===== src/rtl/mem_arb_ctrl.sv =====
// mem_arb_ctrl
// -----------------------------------------------------------------------------
// Shares one single-port, fixed-latency memory between the instruction fetch
// side (I) and the data side (D) of the pipeline. The data side normally wins
// when both sides request together. A starvation counter forces a fetch grant
// after STARVE_MAX consecutive data grants that were made while a fetch was
// waiting.
//
// Handshake (both sides): the requester raises *_req with its address, write
// flag and write data, and holds all of them stable until *_ack. *_ack is a
// one-cycle pulse. On a read, *_rdData is valid in the ack cycle and holds
// until the next completed read on that side. A req sampled during the ack
// cycle is ignored. The next access starts with the following IDLE cycle.
//
// Ports
//   clk, rst              clock (rising edge), asynchronous active-high reset
//   i_req/i_addr          fetch request and address
//   i_ack/i_rdData        fetch done pulse and fetched word
//   i_stall               i_req & ~i_ack
//   d_req/d_wr/d_addr/d_wrData   data request, write flag, address, write data
//   d_ack/d_rdData        data done pulse and read data
//   d_stall               d_req & ~d_ack
//   mem_en/mem_wr         memory access active and write qualifier
//   mem_addr/mem_wrData   memory address and write data (registered, stable)
//   mem_rdData            memory read data, valid on the last BUSY cycle
//   dbg_state_o           current FSM state (IDLE=0, BUSY=1, DONE=2)
//
// Optional build macro MEM_ARB_STATS_EN adds grant statistics:
//   stat_clr              synchronous clear of the three counters
//   stat_iGrants          number of I grants (saturating)
//   stat_dGrants          number of D grants (saturating)
//   stat_starveWins       number of I grants forced by the starvation counter
// -----------------------------------------------------------------------------
module mem_arb_ctrl #(
  parameter int ADDR_W     = 16,
  parameter int DATA_W     = 16,
  parameter int MEM_LAT    = 4,
  parameter int STARVE_MAX = 3
) (
  input  logic              clk,
  input  logic              rst,
  input  logic              i_req,
  input  logic [ADDR_W-1:0] i_addr,
  output logic              i_ack,
  output logic [DATA_W-1:0] i_rdData,
  output logic              i_stall,
  input  logic              d_req,
  input  logic              d_wr,
  input  logic [ADDR_W-1:0] d_addr,
  input  logic [DATA_W-1:0] d_wrData,
  output logic              d_ack,
  output logic [DATA_W-1:0] d_rdData,
  output logic              d_stall,
  output logic              mem_en,
  output logic              mem_wr,
  output logic [ADDR_W-1:0] mem_addr,
  output logic [DATA_W-1:0] mem_wrData,
  input  logic [DATA_W-1:0] mem_rdData,
`ifdef MEM_ARB_STATS_EN
  input  logic              stat_clr,
  output logic [15:0]       stat_iGrants,
  output logic [15:0]       stat_dGrants,
  output logic [15:0]       stat_starveWins,
`endif
  output logic [1:0]        dbg_state_o
);

  typedef enum logic [1:0] {
    ST_IDLE = 2'd0,
    ST_BUSY = 2'd1,
    ST_DONE = 2'd2
  } state_e;

  localparam logic [3:0] LAT_INIT   = 4'(MEM_LAT - 1);
  localparam logic [3:0] STARVE_TOP = 4'(STARVE_MAX);

  state_e              state_q, state_d;
  logic                owner_q, owner_d;     // 0 = I side, 1 = D side
  logic [3:0]          lat_q, lat_d;
  logic [3:0]          starve_q, starve_d;
  logic                wr_q, wr_d;
  logic [ADDR_W-1:0]   addr_q, addr_d;
  logic [DATA_W-1:0]   wdata_q, wdata_d;
  logic [DATA_W-1:0]   i_rd_q, i_rd_d;
  logic [DATA_W-1:0]   d_rd_q, d_rd_d;

  // Grant-cycle qualifiers, also used by the statistics counters.
  logic                grant;
  logic                grant_d_side;
  logic                starve_win;

  always_ff @(posedge clk or posedge rst) begin
    if (rst) begin
      state_q  <= ST_IDLE;
      owner_q  <= 1'b0;
      lat_q    <= '0;
      starve_q <= '0;
      wr_q     <= 1'b0;
      addr_q   <= '0;
      wdata_q  <= '0;
      i_rd_q   <= '0;
      d_rd_q   <= '0;
    end else begin
      state_q  <= state_d;
      owner_q  <= owner_d;
      lat_q    <= lat_d;
      starve_q <= starve_d;
      wr_q     <= wr_d;
      addr_q   <= addr_d;
      wdata_q  <= wdata_d;
      i_rd_q   <= i_rd_d;
      d_rd_q   <= d_rd_d;
    end
  end

  always_comb begin
    state_d      = state_q;
    owner_d      = owner_q;
    lat_d        = lat_q;
    starve_d     = starve_q;
    wr_d         = wr_q;
    addr_d       = addr_q;
    wdata_d      = wdata_q;
    i_rd_d       = i_rd_q;
    d_rd_d       = d_rd_q;
    grant        = 1'b0;
    grant_d_side = 1'b0;
    starve_win   = 1'b0;

    case (state_q)
      ST_IDLE: begin
        if (i_req || d_req) begin
          grant = 1'b1;
          // D wins a tie unless the fetch side has waited out STARVE_MAX grants.
          if (i_req && d_req) begin
            starve_win   = (starve_q == STARVE_TOP);
            grant_d_side = !starve_win;
          end else begin
            grant_d_side = d_req;
          end
          owner_d = grant_d_side;
          lat_d   = LAT_INIT;
          state_d = ST_BUSY;
          if (grant_d_side) begin
            addr_d  = d_addr;
            wr_d    = d_wr;
            wdata_d = d_wrData;
            // Count only grants that made a waiting fetch wait longer.
            if (!i_req)
              starve_d = '0;
            else if (starve_q != STARVE_TOP)
              starve_d = starve_q + 4'd1;
          end else begin
            addr_d   = i_addr;
            wr_d     = 1'b0;
            wdata_d  = '0;
            starve_d = '0;
          end
        end
      end
      ST_BUSY: begin
        if (lat_q == 4'd0) begin
          // Memory data is valid on the last BUSY cycle; writes leave rdData alone.
          if (owner_q) begin
            if (!wr_q) d_rd_d = mem_rdData;
          end else begin
            i_rd_d = mem_rdData;
          end
          state_d = ST_DONE;
        end else begin
          lat_d = lat_q - 4'd1;
        end
      end
      ST_DONE: begin
        state_d = ST_IDLE;
      end
      default: begin
        state_d = ST_IDLE;
      end
    endcase
  end

  assign mem_en      = (state_q == ST_BUSY);
  assign mem_wr      = mem_en && wr_q;
  assign mem_addr    = addr_q;
  assign mem_wrData  = wdata_q;
  assign i_ack       = (state_q == ST_DONE) && !owner_q;
  assign d_ack       = (state_q == ST_DONE) &&  owner_q;
  assign i_rdData    = i_rd_q;
  assign d_rdData    = d_rd_q;
  assign i_stall     = i_req && !i_ack;
  assign d_stall     = d_req && !d_ack;
  assign dbg_state_o = state_q;

`ifdef MEM_ARB_STATS_EN
  logic [15:0] stat_i_q, stat_d_q, stat_sw_q;

  always_ff @(posedge clk or posedge rst) begin
    if (rst) begin
      stat_i_q  <= '0;
      stat_d_q  <= '0;
      stat_sw_q <= '0;
    end else if (stat_clr) begin
      stat_i_q  <= '0;
      stat_d_q  <= '0;
      stat_sw_q <= '0;
    end else if (grant) begin
      if (grant_d_side) begin
        if (stat_d_q != 16'hFFFF) stat_d_q <= stat_d_q + 16'd1;
      end else begin
        if (stat_i_q != 16'hFFFF) stat_i_q <= stat_i_q + 16'd1;
      end
      if (starve_win && stat_sw_q != 16'hFFFF) stat_sw_q <= stat_sw_q + 16'd1;
    end
  end

  assign stat_iGrants    = stat_i_q;
  assign stat_dGrants    = stat_d_q;
  assign stat_starveWins = stat_sw_q;
`endif

endmodule


===== config.mk =====
export PLATFORM = sky130hd
export DESIGN_NAME = mem_arb_ctrl
export DESIGN_NICKNAME = d
export VERILOG_FILES = /design/src/rtl/mem_arb_ctrl.sv
export SDC_FILE = /design/constraint.sdc
export NUM_CORES = 1
export LEC_CHECK = 0
export ABC_AREA = 1
export ABC_CLOCK_PERIOD_IN_PS = 6600
export CAP_MARGIN = 20
export CORE_MARGIN = 2
export CORE_UTILIZATION = 46
export DETAILED_ROUTE_END_ITERATION = 10
export PLACE_DENSITY = 0.85
export SLEW_MARGIN = 20
export SYNTH_ARGS = -nofsm -noshare
export SYNTH_HDL_FRONTEND = slang
export SYNTH_SLANG_ARGS = --single-unit
export TNS_END_PERCENT = 20

===== constraint.sdc =====
create_clock -name clk -period 6.6 [get_ports clk]
set_clock_uncertainty 0.2 [all_clocks]
set_input_delay 0.99 -clock clk [delete_from_list [all_inputs] [get_ports clk]]
set_output_delay 0.99 -clock clk [all_outputs]
set_load 0.05 [all_outputs]

==> run metrics <==
status finished clean; post-route insts no fill 670; fin crit share between 50% and 60%; Final WS setup between 2 and 3 ns; Final nets between 600 and 700; PD cells 550 nW/um^2; Vias between 3000 and 4000; YS warnings 0; Hold-fix buffers, CTS 0; critical path's slowest cell clkdlybuf4s50_1; vias in the first global route roughly 3300; worst path required time about 5.4 ns; routed wire length around 9400 um; routed len/inst around 14 um; drc violations 0; area grow syn2layout 48.4%; initial core utilization between 40 and 50%; R2R Setup Slk around 4.5 ns; Initial DRC Count ~200; area of the core around 7300 um^2; sequential area share after synthesis between 50 and 60%; CTS Root Cell clkbuf_8; most used cell, CP clkdlybuf4s50_1; setup violators final 0; Clock Tree Buf Depth 2; distinct cell type count after synthesis 26; Adder-Cell Fraction of Synth Area 1.09%; unrepaired setup endpoints after global routing false; insertion delay to the later sink of the worst-skew pair 0.34 ns; placed insts 654; clk sinks 76; Simple-Gate Fraction of Synth Area 33.6%; worst-margin pin slew roughly 0.93 ns; Avg Cell Area, Syn 8.08 um^2; max cap viols 0; Synth Register Bits 76; max incr delay on CP ~0.80 ns; ys async rst share 100%; number of synthesized flops with an enable pin 0; CP Capture Type output port; Compound-Gate Fraction of Synth Area under 10%; post-cts resize count 0; TritonCTS Buffers 9; I/O pins ~140; PortBufs 140; largest family of logic cells by synthesized area simple AND/OR/NAND/NOR gates; Fmax achieved roughly 260 MHz; Post-DP HPWL 6900 um; CP Cell Sequence clkdlybuf4s50_1 -> buf_4 -> o21ai_0 -> inv_1 -> clkdlybuf4s50_1; largest net degree at the start of global routing 77; share of layout cells above drive strength 1 under 10%; Post-CTS Setup Bufs 0; vias per cell 4.95; Synth Instances ~430; Routed Antenna Nets 0; WS Path Type primary input to output port; initial antenna violation count 0; post-synthesis instance area 3450 um^2; DRT Pass-1 Iters 4; Leakage between 2 and 3 nW; worst r2r dst i_rdData[12]; xor and xnor area share after synthesis less than 1%; CTS tree yes; crit start category primary input; reg2reg path depth 7; worst rel slew slack 37.8%; number of hold violations in the final report 0; crit-path max FO 20; clock period minus worst slack approximately 3.9 ns; VDD IR-drop max roughly 0.28 mV; end point of the critical path d_stall; pre-CTS setup slack ~2.7 ns; syn_nets roughly 500; row cnt 31; Die X-Extent approximately 91 um; chip height 90.6 um; CTS clk-pin slew, worst paths 0.08 ns; CP startpoint d_req; worst min path class flop to flop; ys flop type dfrtp_1; R2R Path Start lat_q[0]; Routability Congestion 0.850; Hold Crit Start d_rdData[10]; total gr overflow 0; post-synthesis mux area share 0%; Die Area ~8200 um^2; count of pins over their slew limit 0; CP arrival about 2.7 ns; first-pass GRT wire length about 16000 um; H-tree Lvls 3; ANT cells 0; overall routing resource usage 24.2%; Setup TNS Final 0 ns
-- worst min-delay path by stage --
stage / end / slack, ns / depth (start not counted)
final: d_rdData[10] / 0.28 / 2
after global routing: mem_addr[15] / 0.30 / 2
after CTS: d_rdData[5] / 0.28 / 2
after detailed placement: d_rdData[5] / 0.26 / 2
after global placement: i_rdData[11] / 0.25 / 2
after floorplan: wr_q / 0.25 / 2
-- synth_stat cells (2+ instances only) --
| cell type | number | share of area (%) |
|---|---|---|
| buf_2 | 8 | 1.2 |
| buf_4 | 2 | 0.43 |
| buf_6 | 3 | 0.98 |
| dfrtp_1 | 76 | 55 |
| ha_1 | 3 | 1.1 |
| inv_1 | 47 | 5.1 |
| inv_2 | 3 | 0.33 |
| nand2_1 | 194 | 21 |
| nand2_2 | 2 | 0.36 |
| nand2_4 | 2 | 0.65 |
| nand3_1 | 52 | 7.5 |
| nand4_1 | 3 | 0.54 |
| nor2_1 | 12 | 1.3 |
| nor2_4 | 2 | 0.65 |
| o21ai_0 | 7 | 1.0 |
-- state kept, by name, summed over array words and instances (netlist names) --
signal       count
i_rdData        16
mem_addr        16
lat_q            4
owner_q          1
mem_wrData      16
dbg_state_o      2
wr_q             1
d_rdData        16
starve_q         4
-- cells in the final DEF (no fill, tap or decap), types with 4 or more instances in the layout --
master	n
o21ai_0	7
clkbuf_8	10
inv_2	4
nor2_1	12
clkdlybuf4s50_1	140
nand2_1	194
inv_1	46
nand3_1	52
dfrtp_1	76
-- worst max-delay path, delay by kind of cell --
kind / cells / cell delay, ns
buffers and inverters: 4 / 1.58
AOI/OAI and AO/OA: 1 / 0.13
-- power breakdown --
part	switching (W)	total [W]	internal (W)
Sequential	0.000132	0.000815	0.000683
Combinational	0.00113	0.00163	0.000507
Clock	0.000178	0.000367	0.000188
-- metrics by stage --
step | utilization, % | hold slack [ns] | area [um^2] | total power [W]
after floorplan | - | 0.249 | 3450 | 0.00189
after global placement | 67.7 | 0.254 | 4910 | 0.00242
after detailed placement | 67.7 | 0.258 | 4910 | 0.00246
after CTS | 70.6 | 0.279 | 5120 | 0.00283
after global routing | 70.6 | 0.299 | 5120 | 0.00297
final | 70.6 | 0.279 | 5120 | 0.00281
-- routing by layer --
layer	share of wire [%]	vias up	track usage (%)
met2	48	166	40.8
met1	41	1551	30.5
met5	0	-	0
met4	2.0	0	9.23
met3	9.1	14	5.43
li1	-	1584	-
-- final cells by class --
cell class / instances / area, um^2
flip-flops and latches: 76 / 1900
fillers: 556 / 2130
repair buffers: 143 / 1420
inverters: 50 / 188
clock buffers: 10 / 138
clock inverters: 6 / 72.6
well taps: 99 / 124
multi-input cells: 286 / 1270
-- logic make-up after synthesis --
group | Yosys count
XOR/XNOR | 2
flip-flops | 76
AO/OA/AOI/OAI | 9
adder cells (fa/ha/maj) | 3
buffers and inverters | 65
AND/OR/NAND/NOR | 272
Note: power is estimated with default switching activity, not from simulation.
